--- src/rtl/lfsr_delay_gen_pkg.sv ---
// -----------------------------------------------------------------------------
// lfsr_delay_pkg
// Shared constants, state encoding and LFSR helpers for the pseudo-random
// delay generator that feeds timeAdj of the 8-bit pulse timer.
//   LFSR_TAPS : Fibonacci tap mask for taps 8,6,5,4 (q[7],q[5],q[4],q[3])
//   SEED_SAFE : substitute for an all-zero seed (lock-up state of the LFSR)
//   DIV_STEPS : number of restoring shift-subtract iterations per result
//   stateT    : control FSM states
// -----------------------------------------------------------------------------
package lfsr_delay_pkg;

    localparam logic [7:0] LFSR_TAPS = 8'hB8;
    localparam logic [7:0] SEED_SAFE = 8'h01;
    localparam int         DIV_STEPS = 8;

    typedef enum logic [1:0] {
        IDLE = 2'd0,
        STEP = 2'd1,
        DIV  = 2'd2,
        OUT  = 2'd3
    } stateT;

    // One Fibonacci step: shift left, feedback is the XOR of the tapped bits.
    function automatic logic [7:0] lfsrNext(input logic [7:0] q);
        return {q[6:0], ^(q & LFSR_TAPS)};
    endfunction

    // All-zero would lock the LFSR, so it is replaced by SEED_SAFE.
    function automatic logic [7:0] seedFix(input logic [7:0] s);
        return (s == 8'h00) ? SEED_SAFE : s;
    endfunction

endpackage

--- src/rtl/lfsr_delay_gen_div8.sv ---
// -----------------------------------------------------------------------------
// mod_div8_seq
// Fixed-latency restoring remainder: dividend % divisor, MSB first,
// DIV_STEPS iterations after start.
// Ports:
//   pulseClk  : clock, rising edge
//   rst       : synchronous, active-low reset (iteration counter only)
//   start     : load operands; iterations begin on the following edges
//   dividend  : 8-bit dividend
//   divisor   : 9-bit divisor, 1..256
//   done      : high during the cycle whose closing edge performs the final
//               iteration; remainder is final from the next cycle on
//   remainder : 9-bit running remainder (always < divisor when final)
// -----------------------------------------------------------------------------
module mod_div8_seq
    import lfsr_delay_pkg::*;
(
    input  logic       pulseClk,
    input  logic       rst,
    input  logic       start,
    input  logic [7:0] dividend,
    input  logic [8:0] divisor,
    output logic       done,
    output logic [8:0] remainder
);

    logic [3:0] stepCnt;
    logic [7:0] quoShift;
    logic [8:0] divReg;
    logic [8:0] remReg;
    logic [9:0] trial;

    // Remainder stays below divisor (<= 256), so the shifted trial value is
    // below 512 and ten bits are enough.
    assign trial = {remReg, quoShift[7]};

    always_ff @(posedge pulseClk) begin
        if (!rst) begin
            stepCnt <= 4'd0;
        end else if (start) begin
            stepCnt <= 4'(DIV_STEPS);
        end else if (stepCnt != 4'd0) begin
            stepCnt <= stepCnt - 4'd1;
        end
    end

    always_ff @(posedge pulseClk) begin
        if (start) begin
            remReg   <= 9'd0;
            quoShift <= dividend;
            divReg   <= divisor;
        end else if (stepCnt != 4'd0) begin
            quoShift <= {quoShift[6:0], 1'b0};
            if (trial >= {1'b0, divReg}) begin
                remReg <= 9'(trial - {1'b0, divReg});
            end else begin
                remReg <= trial[8:0];
            end
        end
    end

    assign done      = (stepCnt == 4'd1);
    assign remainder = remReg;

endmodule

--- src/rtl/lfsr_delay_gen.sv ---
// -----------------------------------------------------------------------------
// lfsr_delay_gen
// Pseudo-random delay source for the pulse timer. Each rising edge of the
// timer pulse advances an 8-bit maximal-length LFSR and reduces the new value
// into [minDelay, maxDelay] with a fixed 10-cycle sequential modulo.
// Parameters:
//   SEED_DEFAULT : LFSR value after reset (zero is replaced by 8'h01)
// Ports:
//   pulseClk  : clock, rising edge
//   rst       : synchronous, active-low reset
//   enable    : gates triggers; a running computation always completes
//   pulseIn   : timer pulse; a 0->1 edge is a trigger
//   seedLoad  : load seed into the LFSR, abort computation, clear overrun
//   seed      : LFSR load value (zero replaced by 8'h01)
//   minDelay  : lower window bound (captured at trigger)
//   maxDelay  : upper window bound (captured at trigger)
//   timeAdj   : delay value to the timer, held between updates
//   adjValid  : one-cycle strobe, timeAdj just updated
//   busy      : computation in progress
//   overrun   : sticky, a trigger arrived while busy
// -----------------------------------------------------------------------------
module lfsr_delay_gen
    import lfsr_delay_pkg::*;
#(
    parameter logic [7:0] SEED_DEFAULT = 8'h01
) (
    input  logic       pulseClk,
    input  logic       rst,
    input  logic       enable,
    input  logic       pulseIn,
    input  logic       seedLoad,
    input  logic [7:0] seed,
    input  logic [7:0] minDelay,
    input  logic [7:0] maxDelay,
    output logic [7:0] timeAdj,
    output logic       adjValid,
    output logic       busy,
    output logic       overrun
);

    stateT      state;
    stateT      stateNext;
    logic [7:0] lfsr;
    logic [7:0] lfsrAdv;
    logic       pulseInD;
    logic       trigger;
    logic [7:0] minLat;
    logic [8:0] divLat;
    logic       divStart;
    logic       divDone;
    logic [8:0] divRem;

    assign trigger  = pulseIn & ~pulseInD & enable;
    assign lfsrAdv  = lfsrNext(lfsr);
    assign divStart = (state == STEP);
    assign busy     = (state != IDLE);

    always_ff @(posedge pulseClk) begin
        if (!rst) begin
            state <= IDLE;
        end else begin
            state <= stateNext;
        end
    end

    always_comb begin
        stateNext = state;
        unique case (state)
            IDLE: if (trigger) stateNext = STEP;
            STEP: stateNext = DIV;
            DIV:  if (divDone) stateNext = OUT;
            OUT:  stateNext = IDLE;
            default: stateNext = IDLE;
        endcase
        // A seed load aborts whatever is in flight.
        if (seedLoad) begin
            stateNext = IDLE;
        end
    end

    // Window capture: later changes of minDelay/maxDelay do not disturb the
    // running computation. An inverted window collapses to divisor 1, which
    // yields remainder 0 and therefore timeAdj = minDelay.
    always_ff @(posedge pulseClk) begin
        if (state == IDLE && trigger && !seedLoad) begin
            minLat <= minDelay;
            if (maxDelay >= minDelay) begin
                divLat <= {1'b0, maxDelay} - {1'b0, minDelay} + 9'd1;
            end else begin
                divLat <= 9'd1;
            end
        end
    end

    always_ff @(posedge pulseClk) begin
        if (!rst) begin
            lfsr     <= seedFix(SEED_DEFAULT);
            pulseInD <= 1'b0;
            timeAdj  <= 8'h00;
            adjValid <= 1'b0;
            overrun  <= 1'b0;
        end else begin
            pulseInD <= pulseIn;
            adjValid <= 1'b0;
            if (seedLoad) begin
                lfsr    <= seedFix(seed);
                overrun <= 1'b0;
            end else begin
                if (state == STEP) begin
                    lfsr <= lfsrAdv;
                end
                if (trigger && state != IDLE) begin
                    overrun <= 1'b1;
                end
                // rem < div, so min + rem never exceeds maxDelay.
                if (state == OUT) begin
                    timeAdj  <= minLat + divRem[7:0];
                    adjValid <= 1'b1;
                end
            end
        end
    end

    // Divider is loaded in STEP with the freshly advanced LFSR value.
    mod_div8_seq uDiv (
        .pulseClk  (pulseClk),
        .rst       (rst),
        .start     (divStart),
        .dividend  (lfsrAdv),
        .divisor   (divLat),
        .done      (divDone),
        .remainder (divRem)
    );

endmodule

--- config.mk ---
export PLATFORM = sky130hd
export DESIGN_NAME = lfsr_delay_gen
export DESIGN_NICKNAME = d
export VERILOG_FILES = /design/src/rtl/lfsr_delay_gen_pkg.sv /design/src/rtl/lfsr_delay_gen_div8.sv /design/src/rtl/lfsr_delay_gen.sv
export SDC_FILE = /design/constraint.sdc
export NUM_CORES = 1
export LEC_CHECK = 0
export CORE_MARGIN = 10
export CORE_UTILIZATION = 45
export DETAILED_ROUTE_END_ITERATION = 7
export GPL_ROUTABILITY_DRIVEN = 1
export HOLD_SLACK_MARGIN = 0.08
export PLACE_DENSITY = 0.66
export SYNTH_ARGS = -nofsm -noshare
export SYNTH_HDL_FRONTEND = slang
export SYNTH_HIERARCHICAL = 1
export SYNTH_SLANG_ARGS = --single-unit
--- constraint.sdc ---
create_clock -name pulseClk -period 2.5 [get_ports pulseClk]
set_clock_uncertainty 0.1 [all_clocks]
set_input_delay 0.25 -clock pulseClk [delete_from_list [all_inputs] [get_ports pulseClk]]
set_output_delay 0.25 -clock pulseClk [all_outputs]
set_load 0.1 [all_outputs]
* After elaboration in Yosys (flattened, before gate mapping)
Cells that the tools add are included.
** Operators by class
- Mux-type cells :: 12
- Reductions and logical operators :: 15
- Order comparisons :: 2
- Bitwise operators :: 5
- Add/subtract/negate cells :: 5
- Equal/unequal tests :: 6
** Operators with widths (number)
- two-way mux 8 bit :: 5
- >= comparator 10 x 9 -> 1 bit :: 1
- adder 9 x 1 -> 9 bit, second input constant :: 1
- two-way mux 9 bit :: 1
- subtractor 8 x 8 -> 9 bit :: 1
- subtractor 9 bit :: 1
- adder 8 bit :: 1
- >= comparator 8 bit :: 1
- logical NOT 8 bit :: 1
- two-way mux 4 bit :: 2
- one-hot mux 2 bit (4 select lines) :: 1
- parity 8 bit :: 1
- nonzero test 2 bit :: 3
- == test 2 bit, second input constant :: 2
- == test 4 x 1 -> 1 bit, second input constant :: 1
- two-way mux 2 bit :: 2
- != test 2 bit, second input constant :: 2
- AND reduction 2 bit :: 2
- nonzero test 4 bit :: 1
- OR reduction 2 bit :: 2
- subtractor 4 x 1 -> 4 bit, second input constant :: 1
- logical AND 1 bit :: 3
- inverter 1 bit :: 3
- AND 1 bit :: 2
- 4 further kinds :: 4
** Storage, ports and cells
- Bits of input ports :: 29
- Output and inout bits :: 11
- Register bits :: 68
- Word-level logic and storage cells :: 58

* Logic depth before layout (Yosys ltp)
Gate-level depths: netlist of the first run.
- Depth in word-level cells :: 5
- Mapped depth :: 10
- Gate-level depth less buffers :: 9

* Hierarchy
The synthesis of the first run kept the hierarchy.
** By module, submodules not included
- lfsr_delay_gen :: cells each 244, area each 2479.9 um2, sequential area each 930.9 um2, times used 1
- mod_div8_seq :: cells each 162, area each 1735.4 um2, sequential area each 770.7 um2, times used 1

* Least setup slack after synthesis of the first run
No wires, ideal clock.
- Kind :: register to register
- Start point :: register state[0]
- End point :: register divLat[0], enable pin
- Slack :: -0.397 ns
- Arrival time :: 2.385 ns
- Period minus slack after synthesis :: 2.897 ns
- Data required time :: 1.988 ns
- Path buffers :: 0
- Setup time :: 0.412 ns
- Cell stages (with the launch flop) :: 5
- Cells stage by stage :: dfxtp_1 > inv_1 > ha_1 > inv_1 > nor3_1
** On the way
- Longest elaborated chain between the ends :: 3
** Ends and longest elaborated chain
- start: declaration :: line lfsr_delay_gen.sv:41 : stateT state;
- start signal: assignment :: line lfsr_delay_gen.sv:62 : state <= stateNext;
- logical NOT 2 bit :: line lfsr_delay_gen.sv:85 : if (state == IDLE && trigger && !seedLoad) begin
- logical AND 1 bit (2 in series) :: line lfsr_delay_gen.sv:85
- end signal: assignment :: line lfsr_delay_gen.sv:88 : divLat <= {1'b0, maxDelay} - {1'b0, minDelay} + 9'd1;
- end: declaration :: line lfsr_delay_gen.sv:48 : logic [8:0] divLat;
No other way between the ends.
A chain may end at the register's enable or synchronous reset.

* Final worst setup path of the first run
- Start point :: input port minDelay[1]
- End point :: register divLat[7], data pin
** On the way
- Longest elaborated chain between the ends :: 2
- Elaborated cells between the ends (all ways) :: 3
- Those cells by class :: add/sub (2); order compare (1)
** Ends and longest elaborated chain
- start: declaration :: line lfsr_delay_gen.sv:33 : input logic [7:0] minDelay,
- subtractor 8 x 8 -> 9 bit :: line lfsr_delay_gen.sv:88
- adder 9 x 1 -> 9 bit :: line lfsr_delay_gen.sv:88
Parallel ways exist; a longest one is shown, timed or not.

==> results_dict.tcl, run 1 <==
set metrics [dict create \
    grt_usage 0.138 \
    r2r_slack_ns 0.19 \
    syn_area_per_cell_sq_um 10.4 \
    dr_wl_met2_mm 4.31 \
    fillerInstances 848 \
    syn-num-nets 483 \
    drive_gt1_frac 0.179 \
    fp-row-count 35 \
    area_delta_synth_final_pct 20.2 \
    nNetsFinal 546 \
    overflow 0 \
    start_util 0.458 \
    grt_pass1_vias 3184 \
    finalCritPeriodShare 0.944 \
    crit_arrival_ns 2.44 \
    ys_seq_area_frac 0.404 \
    diodes 0 \
    clock_path_buffers 2 \
    ant_nets 0 \
    p_leak_nw 2.12 \
    pre_cts_ws_ns -0.284 \
    max_freq_mhz 424 \
    worstRegToRegCells 9 \
    ir_drop_v 0.000469 \
    start_kind "input pin" \
    status "finished, final reports clean" \
    finalSetupViolations 0 \
    worstHoldStart "divLat[4]" \
    path_class "input pin to flop" \
    place.gp.congestion 0.800 \
    ys_ff_latch 68 \
    hold_path_end "uDiv/divReg[4]" \
    clk_pin_slew_ns 0.07 \
    fin_ws_ns 0.141 \
    yosysUniqueCellTypes 64 \
    vias 3055 \
    drv_slew 0 \
    grt_max_degree 22 \
    synth-main-ff-cell "edfxtp_1" \
    io_pins 40 \
    yosysWarnings 6 \
    grt_pass1_wl_mm 15.0 \
    routedWlPerCell_microns 14.8 \
    drv_cap 0 \
    wl_met1_mm 4.03 \
    numCtsBuffers 9 \
    postSynth.asyncResetShare 0 \
    reg2reg_from "uDiv/quoShift[7]" \
    dieArea_sq_um 13600 \
    yosys.area.top_type "edfxtp_1" \
    wl_met3_microns 208 \
    die_w_microns 117 \
    syn_inst 406 \
    r2r_end "uDiv/remainder[0]" \
    p_per_area_nw_per_um2 894 \
    synth_area_sq_um 4220 \
    die_y_microns 117 \
    core_area_sq_um 9200 \
    worst_hold_slack_ns 0.320 \
    multiInputGateArea_sq_um 2330 \
    fin_tns_setup_ns 0 \
    via_per_inst 5.22 \
    cts_hold_buffers 0 \
    htree_num_levels 3 \
    cts_tree "yes" \
    io_buffers 39 \
    synth.area.top_cells "edfxtp_1 24%, dfxtp_1 16%, ha_1 12%, mux2i_1 3.8%, inv_1 3.2%" \
    period_minus_slack_ns 2.36 \
    path_max_fanout 2 \
    worstHoldPathCells 0 \
    first_pass_iters 4 \
    endpoint_kind "flop" \
    tightest_slew_ns 0.617 \
    drt-total-wl_mm 8.65 \
    cts_sinks 68 \
    synth-edff-count 34 \
    worstHoldPathType "flop to flop" \
    required_ns 2.58 \
    rsz0062_at_grt "false" \
    dp_hpwl_mm 6.82 \
    relSlewSlack 0.588 \
    drc_errors 0 \
    seq_area_sq_um 1700 \
    worstSkewPairLatency_ns 0.34 \
    highest_layer "met4" \
    antenna_found_initial 0 \
    synth_top_cell_area_share 0.242 \
    dr.first_iter.drc_count 148 \
    hold_violations 0 \
    root_buffer "clkbuf_8" \
]
## area by class of cell
| class | instances | share of cell area |
|---|---|---|
| inverter | 36 | 0.0267 |
| multi-input combinational | 289 | 0.460 |
| tap | 111 | 0.0274 |
| clock buffer | 12 | 0.0348 |
| clock inverter | 4 | 0.00494 |
| timing repair buffer | 65 | 0.110 |
| sequential | 68 | 0.336 |
## Yosys cell counts, drive strengths merged, types with 2 or more instances
cell,instances
a211oi,13
a21boi,2
a21o,5
a21oi,20
a31o,3
a31oi,3
and2,15
and3,6
and4b,2
buf,7
clkbuf,6
dfxtp,34
edfxtp,34
fa,6
ha,42
inv,36
mux2,9
mux2i,16
nand2,20
nand2b,5
nand3,6
nand3b,7
nand4b,2
nor2,23
nor2b,4
nor3,8
nor3b,4
nor4,4
o2111ai,2
o211ai,7
o21a,8
o21ai,16
o21bai,2
o31ai,2
or2,2
or3,3
xnor2,6
xor2,6
## through the flow
stage | cell area (sq um) | total power (W) | std cells | utilization
after detailed placement | 4850 | 0.00360 | 568 | 0.527
after global routing | 5070 | 0.00489 | 585 | 0.551
final | 5070 | 0.00453 | 585 | 0.551
after global placement | 4850 | 0.00356 | 568 | 0.527
after floorplan | 4220 | 0.00310 | 406 | -
after CTS | 5050 | 0.00452 | 584 | 0.549
## registers in the layout, summed over array words and instances, names as in the netlist
name,cells
lfsr,8
state,2
uDiv/remainder,9
divLat,9
minLat,8
adjValid,1
overrun,1
uDiv/quoShift,8
pulseInD,1
uDiv/stepCnt,4
timeAdj,8
uDiv/divReg,9
## power by group
part | leakage, nW | switching [W] | internal, W
Combinational | 1.41 | 0.00109 | 0.000957
Sequential | 0.600 | 0.000166 | 0.00142
Clock | 0.109 | 0.000425 | 0.000477
Total | 2.12 | 0.00168 | 0.00285
## cell families after synthesis
kind of cell	synth area share
simple gates	0.150
xor+xnor	0.0267
compound gates	0.156
buf+inv	0.0472
flops	0.404
fa+ha+maj	0.153
mux	0.0629
## routing by layer
metal | track usage | vias to the layer above
met1 | 0.166 | 1421
met2 | 0.241 | 31
met4 | 0.0412 | 0
li1 | - | 1594
met5 | 0 | -
met3 | 0.0301 | 9
## worst max-delay path, stage by stage
cell             delay, ns
clkdlybuf4s50_1       0.47
inv_1                 0.04
ha_1                  0.29
inv_1                 0.05
ha_1                  0.21
fa_1                  0.42
a211oi_2              0.23
o21bai_1              0.11
a21oi_1               0.18
mux2i_1               0.19
## placed cells by master, fill, tap and decap left out, types with 5 or more instances in the layout
master,count
o211ai_1,7
edfxtp_1,34
o21a_1,7
mux2_2,8
xnor2_1,6
xor2_1,5
dfxtp_1,34
clkdlybuf4s50_1,28
fa_1,5
and3_1,6
nand3b_1,7
clkbuf_8,11
nand2_1,20
a211oi_1,9
buf_4,37
and2_1,12
ha_1,42
o21ai_0,15
a21o_1,5
nand2b_1,5
a21oi_1,17
inv_1,36
nand3_1,6
mux2i_1,16
nor2_1,23
nor3_1,7
## worst max path at each step
stage                                 from                end  slack, ns
final                          minDelay[1]          divLat[7]       0.14
after global routing      uDiv/quoShift[7]  uDiv/remainder[0]      0.002
after CTS                      minDelay[1]          divLat[7]       0.06
after detailed placement       minDelay[1]          divLat[7]      -0.28
after global placement         minDelay[1]          divLat[7]      -0.27
after floorplan                   state[0]          divLat[0]       0.11
## repair_timing
action,CTS,global route
buffers inserted,0,1
setup endpoints to repair,0,8
gates resized for setup,0,3
Power figures use the tool's default switching activity.
==> inputs of run 2 (changes only) <==
--- a/config.mk
+++ b/config.mk
@@ -8,7 +8,8 @@
 export CORE_MARGIN = 10
 export CORE_UTILIZATION = 45
 export DETAILED_ROUTE_END_ITERATION = 7
-export GPL_ROUTABILITY_DRIVEN = 1
+export GPL_ROUTABILITY_DRIVEN = 0
+export GPL_TIMING_DRIVEN = 0
 export HOLD_SLACK_MARGIN = 0.08
 export PLACE_DENSITY = 0.66
 export SYNTH_ARGS = -nofsm -noshare
==> run 2 against run 1 <==
Compared with the run above: sequential power about the same; design area down 0.84%; register-to-register slack worse by 0.06 ns; count of clock-buffer cells in the layout down 2; total power up 0.37%; routed wire length up 0.28%; combinational power about the same; non-clock buffer count down 10; sequential share of layout area up 0.28 points; via count up 3.7%; critical endpoint unchanged.
==> results_dict.tcl, run 2 (synthesis gave the netlist of run 1 again) <==
set metrics [dict create \
    endpoint_kind "flop" \
    fillerInstances 848 \
    crit_cells 9 \
    crit_arrival_ns 2.49 \
    overflow 0 \
    worstHoldStart "divLat[5]" \
    drive_gt1_frac 0.129 \
    core_area_sq_um 9200 \
    grt_max_degree 18 \
    diodes 0 \
    drc_errors 0 \
    path_max_fanout 3 \
    drv_slew 0 \
    wl_met1_mm 4.03 \
    worst_hold_slack_ns 0.321 \
    highest_layer "met4" \
    vias 3169 \
    routedWlPerCell_microns 15.1 \
    via_per_inst 5.51 \
    die_w_microns 117 \
    crit_family "adder cells" \
    drt-total-wl_mm 8.68 \
    wl_met3_microns 332 \
    io_pins 40 \
    cts_sinks 68 \
    p_leak_nw 2.03 \
    multiInputGateArea_sq_um 2350 \
    dr_wl_met2_mm 4.27 \
    dieArea_sq_um 13600 \
    path_class "input pin to flop" \
    cp_slowest_cell "clkdlybuf4s50_1" \
    finalNonFillerCells 575 \
    drv_cap 0 \
    reg2reg_from "uDiv/quoShift[7]" \
    first_pass_iters 4 \
    area_delta_synth_final_pct 19.2 \
    r2r_end "uDiv/remainder[3]" \
    path_cells "clkdlybuf4s50_1 -> ha_1 -> inv_1 -> ha_2 -> fa_2 -> a211oi_2 -> o21bai_1 -> a21oi_1 -> mux2i_1" \
    grt_pass1_vias 3080 \
    hold_path_end "uDiv/divReg[5]" \
    io_buffers 39 \
    worstHoldPathType "flop to flop" \
    worstRegToRegCells 10 \
    start_util 0.458 \
    worstSkewPairLatency_ns 0.34 \
    ant_nets 0 \
    tightest_slew_ns 0.989 \
    finalPower_w 0.00455 \
    layout_commonest_cell "ha_1" \
    clk_pin_slew_ns 0.07 \
    nNetsFinal 536 \
    period_minus_slack_ns 2.43 \
    grt_usage 0.133 \
    rsz0062_at_grt "true" \
    final_cell_mix "41 x ha_1, 37 x clkdlybuf4s50_1, 36 x inv_1" \
    fp-row-count 35 \
    worstHoldPathCells 0 \
    r2r_slack_ns 0.13 \
    dr.first_iter.drc_count 91 \
    required_ns 2.56 \
    p_per_area_nw_per_um2 905 \
    start_kind "input pin" \
    root_buffer "clkbuf_8" \
    cts_tree "yes" \
    clock_path_buffers 2 \
    htree_num_levels 3 \
    crit_buf_inv 2 \
    numCtsBuffers 9 \
    status "finished, final reports clean" \
    grt_pass1_wl_mm 14.4 \
    finalSetupViolations 0 \
    dp.cells 556 \
    cpPeakStageDelay_ns 0.43 \
    die_y_microns 117 \
    relSlewSlack 0.339 \
    finalCritPeriodShare 0.972 \
    ir_drop_v 0.000403 \
    dp_hpwl_mm 6.73 \
    max_freq_mhz 412 \
    hold_violations 0 \
    antenna_found_initial 0 \
    seq_area_sq_um 1700 \
]
-- run 2: cell types whose count changed in the layout (fill, tap and decap cells not counted), moves of 3 or more --
| cell | change |
|---|---|
| inv_4 | -3 |
| clkinv_4 | +3 |
| buf_4 | -34 |
| buf_2 | +3 |
| clkbuf_1 | +6 |
| clkdlybuf4s50_1 | +9 |
-- run 2: worst max-delay path by stage --
stage                     start  slack, ns                 to
2_1_floorplan          state[0]       0.11          divLat[0]
3_3_place_gp        minDelay[1]      -0.52          divLat[7]
3_5_place_dp        minDelay[1]      -0.52          divLat[7]
4_1_cts             minDelay[1]       0.01          divLat[7]
5_1_grt        uDiv/quoShift[7]      -0.01  uDiv/remainder[6]
6_report            maxDelay[1]       0.07          divLat[7]
-- run 2: repair_timing --
item / in CTS / in global routing
gates resized for setup: 3 / 9
gates cloned: 0 / 0
hold endpoints to repair: 0 / 1
buffers inserted: 0 / 2
pin swaps: 2 / 4
hold buffers: 0 / 1
setup endpoints to repair: 2 / 10
-- run 2: routing by layer --
layer,up-vias,global-route usage
met5,-,0
met4,0,0.0420
met3,4,0.0321
met2,51,0.227
met1,1534,0.162
li1,1580,-
-- run 2: worst register-to-register path, cell delays in order (launching register included) --
cell,delay (ns)
edfxtp_1,0.36
inv_1,0.09
ha_1,0.17
inv_1,0.05
fa_2,0.37
a21oi_4,0.19
o2111a_1,0.22
o21a_2,0.20
buf_8,0.16
mux2i_2,0.23
a211oi_2,0.09
-- run 2: area by class of cell --
class / count / area share
clock buffer: 10 / 0.0274
sequential: 68 / 0.339
timing repair buffer: 42 / 0.0831
inverter: 36 / 0.0269
buffer: 13 / 0.0137
clock inverter: 6 / 0.0142
multi-input combinational: 289 / 0.469
tap: 111 / 0.0276
-- run 2: where the power goes --
part / switching (W) / leakage (nW) / internal (W) / total (W)
Sequential: 0.000176 / 0.600 / 0.00142 / 0.00160
Combinational: 0.00108 / 1.32 / 0.000934 / 0.00201
Clock: 0.000444 / 0.107 / 0.000497 / 0.000941
Total: 0.00170 / 2.03 / 0.00285 / 0.00455
-- run 2: per-stage QoR --
stage | TNS (ns) | util | cell area (sq um) | setup WS (ns)
floorplan | 0 | - | 4220 | 0.108
global placement | -4.01 | 0.516 | 4750 | -0.518
detailed placement | -4.15 | 0.516 | 4750 | -0.517
CTS | 0 | 0.540 | 4960 | 0.0104
global route | -0.0244 | 0.547 | 5030 | -0.0119
finish | 0 | 0.547 | 5030 | 0.0710
==> inputs of run 3 (changes only) <==
--- a/config.mk
+++ b/config.mk
@@ -8,10 +8,12 @@
 export CORE_MARGIN = 10
 export CORE_UTILIZATION = 45
 export DETAILED_ROUTE_END_ITERATION = 7
+export DONT_BUFFER_PORTS = 1
 export GPL_ROUTABILITY_DRIVEN = 0
 export GPL_TIMING_DRIVEN = 0
 export HOLD_SLACK_MARGIN = 0.08
-export PLACE_DENSITY = 0.66
+export PLACE_DENSITY = 0.6
+export REMOVE_ABC_BUFFERS = 1
 export SYNTH_ARGS = -nofsm -noshare
 export SYNTH_HDL_FRONTEND = slang
 export SYNTH_HIERARCHICAL = 1
==> run 3 against run 2 <==
Compared with the run above: sequential power about the same; non-clock buffer count is 31 lower; clock power up 14%; count of clock-buffer cells in the layout is 1 higher; global-route usage rose by 0.066 points; routed wire length fell by 1.3%.
==> results_dict.tcl, run 3 (synthesis gave the netlist of run 1 again) <==
set metrics [dict create \
    status "finished, final reports clean" \
    cts_sinks 68 \
    finalCritPeriodShare 0.942 \
    path_class "flop to flop" \
    worstHoldStart "maxDelay[0]" \
    finalNonFillerCells 544 \
    grt_pass1_wl_mm 14.4 \
    crit_arrival_ns 2.53 \
    htree_num_levels 3 \
    finalSetupViolations 0 \
    design_area_sq_um 4830 \
    drv_slew 0 \
    dieArea_sq_um 13600 \
    dr.first_iter.drc_count 84 \
    grt_usage 0.134 \
    grt_max_degree 38 \
    startpoint "uDiv/quoShift[7]" \
    io_buffers 0 \
    worstHoldPathType "input pin to flop" \
    final_cell_mix "41 x ha_1, 35 x inv_1, 34 x dfxtp_1, 34 x edfxtp_1, 23 x nor2_1" \
    dp_hpwl_mm 6.12 \
    vias 2974 \
    fillerInstances 855 \
    reg2reg_from "uDiv/quoShift[7]" \
    fp-row-count 35 \
    diodes 0 \
    path_cells "inv_2 -> ha_1 -> inv_1 -> fa_2 -> a21oi_2 -> o2111a_1 -> o21a_4 -> mux2_4 -> a211oi_2" \
    numCtsBuffers 9 \
    drive_gt1_frac 0.132 \
    period_minus_slack_ns 2.36 \
    drt-total-wl_mm 8.57 \
    overflow 0 \
    cpPeakStageDelay_ns 0.40 \
    cts_tree "yes" \
    endpoint_kind "flop" \
    ant_nets 0 \
    io_pins 40 \
    start_util 0.458 \
    pre_cts_ws_ns -0.102 \
    ir_drop_v 0.000359 \
    clock_path_buffers 2 \
    relSlewSlack 0.340 \
    die_y_microns 117 \
    layout_commonest_cell "ha_1" \
    drc_errors 0 \
    first_pass_iters 4 \
    via_per_inst 5.47 \
    tightest_slew_ns 0.988 \
    root_buffer "clkbuf_8" \
    clk_pin_slew_ns 0.08 \
    p_leak_nw 1.94 \
    routedWlPerCell_microns 15.7 \
    grt_pass1_vias 3033 \
    core_area_sq_um 9200 \
    crit_buf_inv 2 \
    dp.cells 505 \
    dpl_cell_area_sq_um 4310 \
    worstSkewPairLatency_ns 0.35 \
    fin_ws_ns 0.145 \
    area_delta_synth_final_pct 14.5 \
    rsz0062_at_grt "false" \
    nNetsFinal 505 \
    required_ns 2.67 \
    path_max_fanout 4 \
    max_freq_mhz 425 \
    crit_family "compound AO/OA/AOI/OAI gates" \
    p_per_area_nw_per_um2 962 \
    drv_cap 0 \
    finalPower_w 0.00465 \
    antenna_found_initial 0 \
    die_w_microns 117 \
    start_kind "flop" \
    cp_slowest_cell "edfxtp_1" \
    hold_violations 0 \
]
[run 3: worst register-to-register path, stage by stage, from the launching register on]
cell and delay [ns]:
edfxtp_1 0.40, inv_2 0.10, ha_1 0.16, inv_1 0.05, fa_2 0.36, a21oi_2 0.20
o2111a_1 0.23, o21a_4 0.17, mux2_4 0.31, a211oi_2 0.20
[run 3: routing by layer]
metal / global-route usage / up-vias / routed length [microns]
li1: - / 1511 / -
met1: 0.153 / 1399 / 3730
met2: 0.232 / 49 / 4250
met3: 0.0326 / 15 / 399
met4: 0.0601 / 0 / 187
met5: 0 / - / 0
[run 3: layout make-up]
type / count / area, sq um / share of cell area
multi-input cells: 289 / 2360 / 0.490
flip-flops and latches: 68 / 1700 / 0.352
repair buffers: 24 / 244 / 0.0505
clock buffers: 11 / 163 / 0.0337
well taps: 111 / 139 / 0.0288
inverters: 36 / 135 / 0.0280
clock inverters: 5 / 81.3 / 0.0168
[run 3: what timing repair did]
action,in CTS,in global routing
gates resized for setup,1,7
hold endpoints to repair,38,0
setup endpoints to repair,2,19
buffers inserted,3,1
hold buffers,19,0
pin swaps,1,2
[run 3: worst paths after layout]
| path | to | slack (ns) | depth (start not counted) |
|---|---|---|---|
| hold / removal | divLat[0] | 0.11 | 2 |
| setup reg to reg | uDiv/remainder[0] | 0.14 | 9 |
| setup / recovery | uDiv/remainder[0] | 0.14 | 9 |
| hold reg to reg | uDiv/divReg[8] | 0.32 | 0 |
[run 3: where the power goes]
| group | switching, W | internal [W] |
|---|---|---|
| Sequential | 0.000150 | 0.00142 |
| Clock | 0.000425 | 0.000649 |
| Combinational | 0.00107 | 0.000932 |
[run 3: through the flow]
step / setup TNS [ns] / hold slack (ns) / util
global route: 0 / 0.121 / 0.525
detailed placement: -0.102 / 0.249 / 0.469
global placement: -20.16 / 0.249 / 0.467
CTS: 0 / 0.0975 / 0.520
floorplan: -6.75 / 0.239 / -
finish: 0 / 0.110 / 0.525
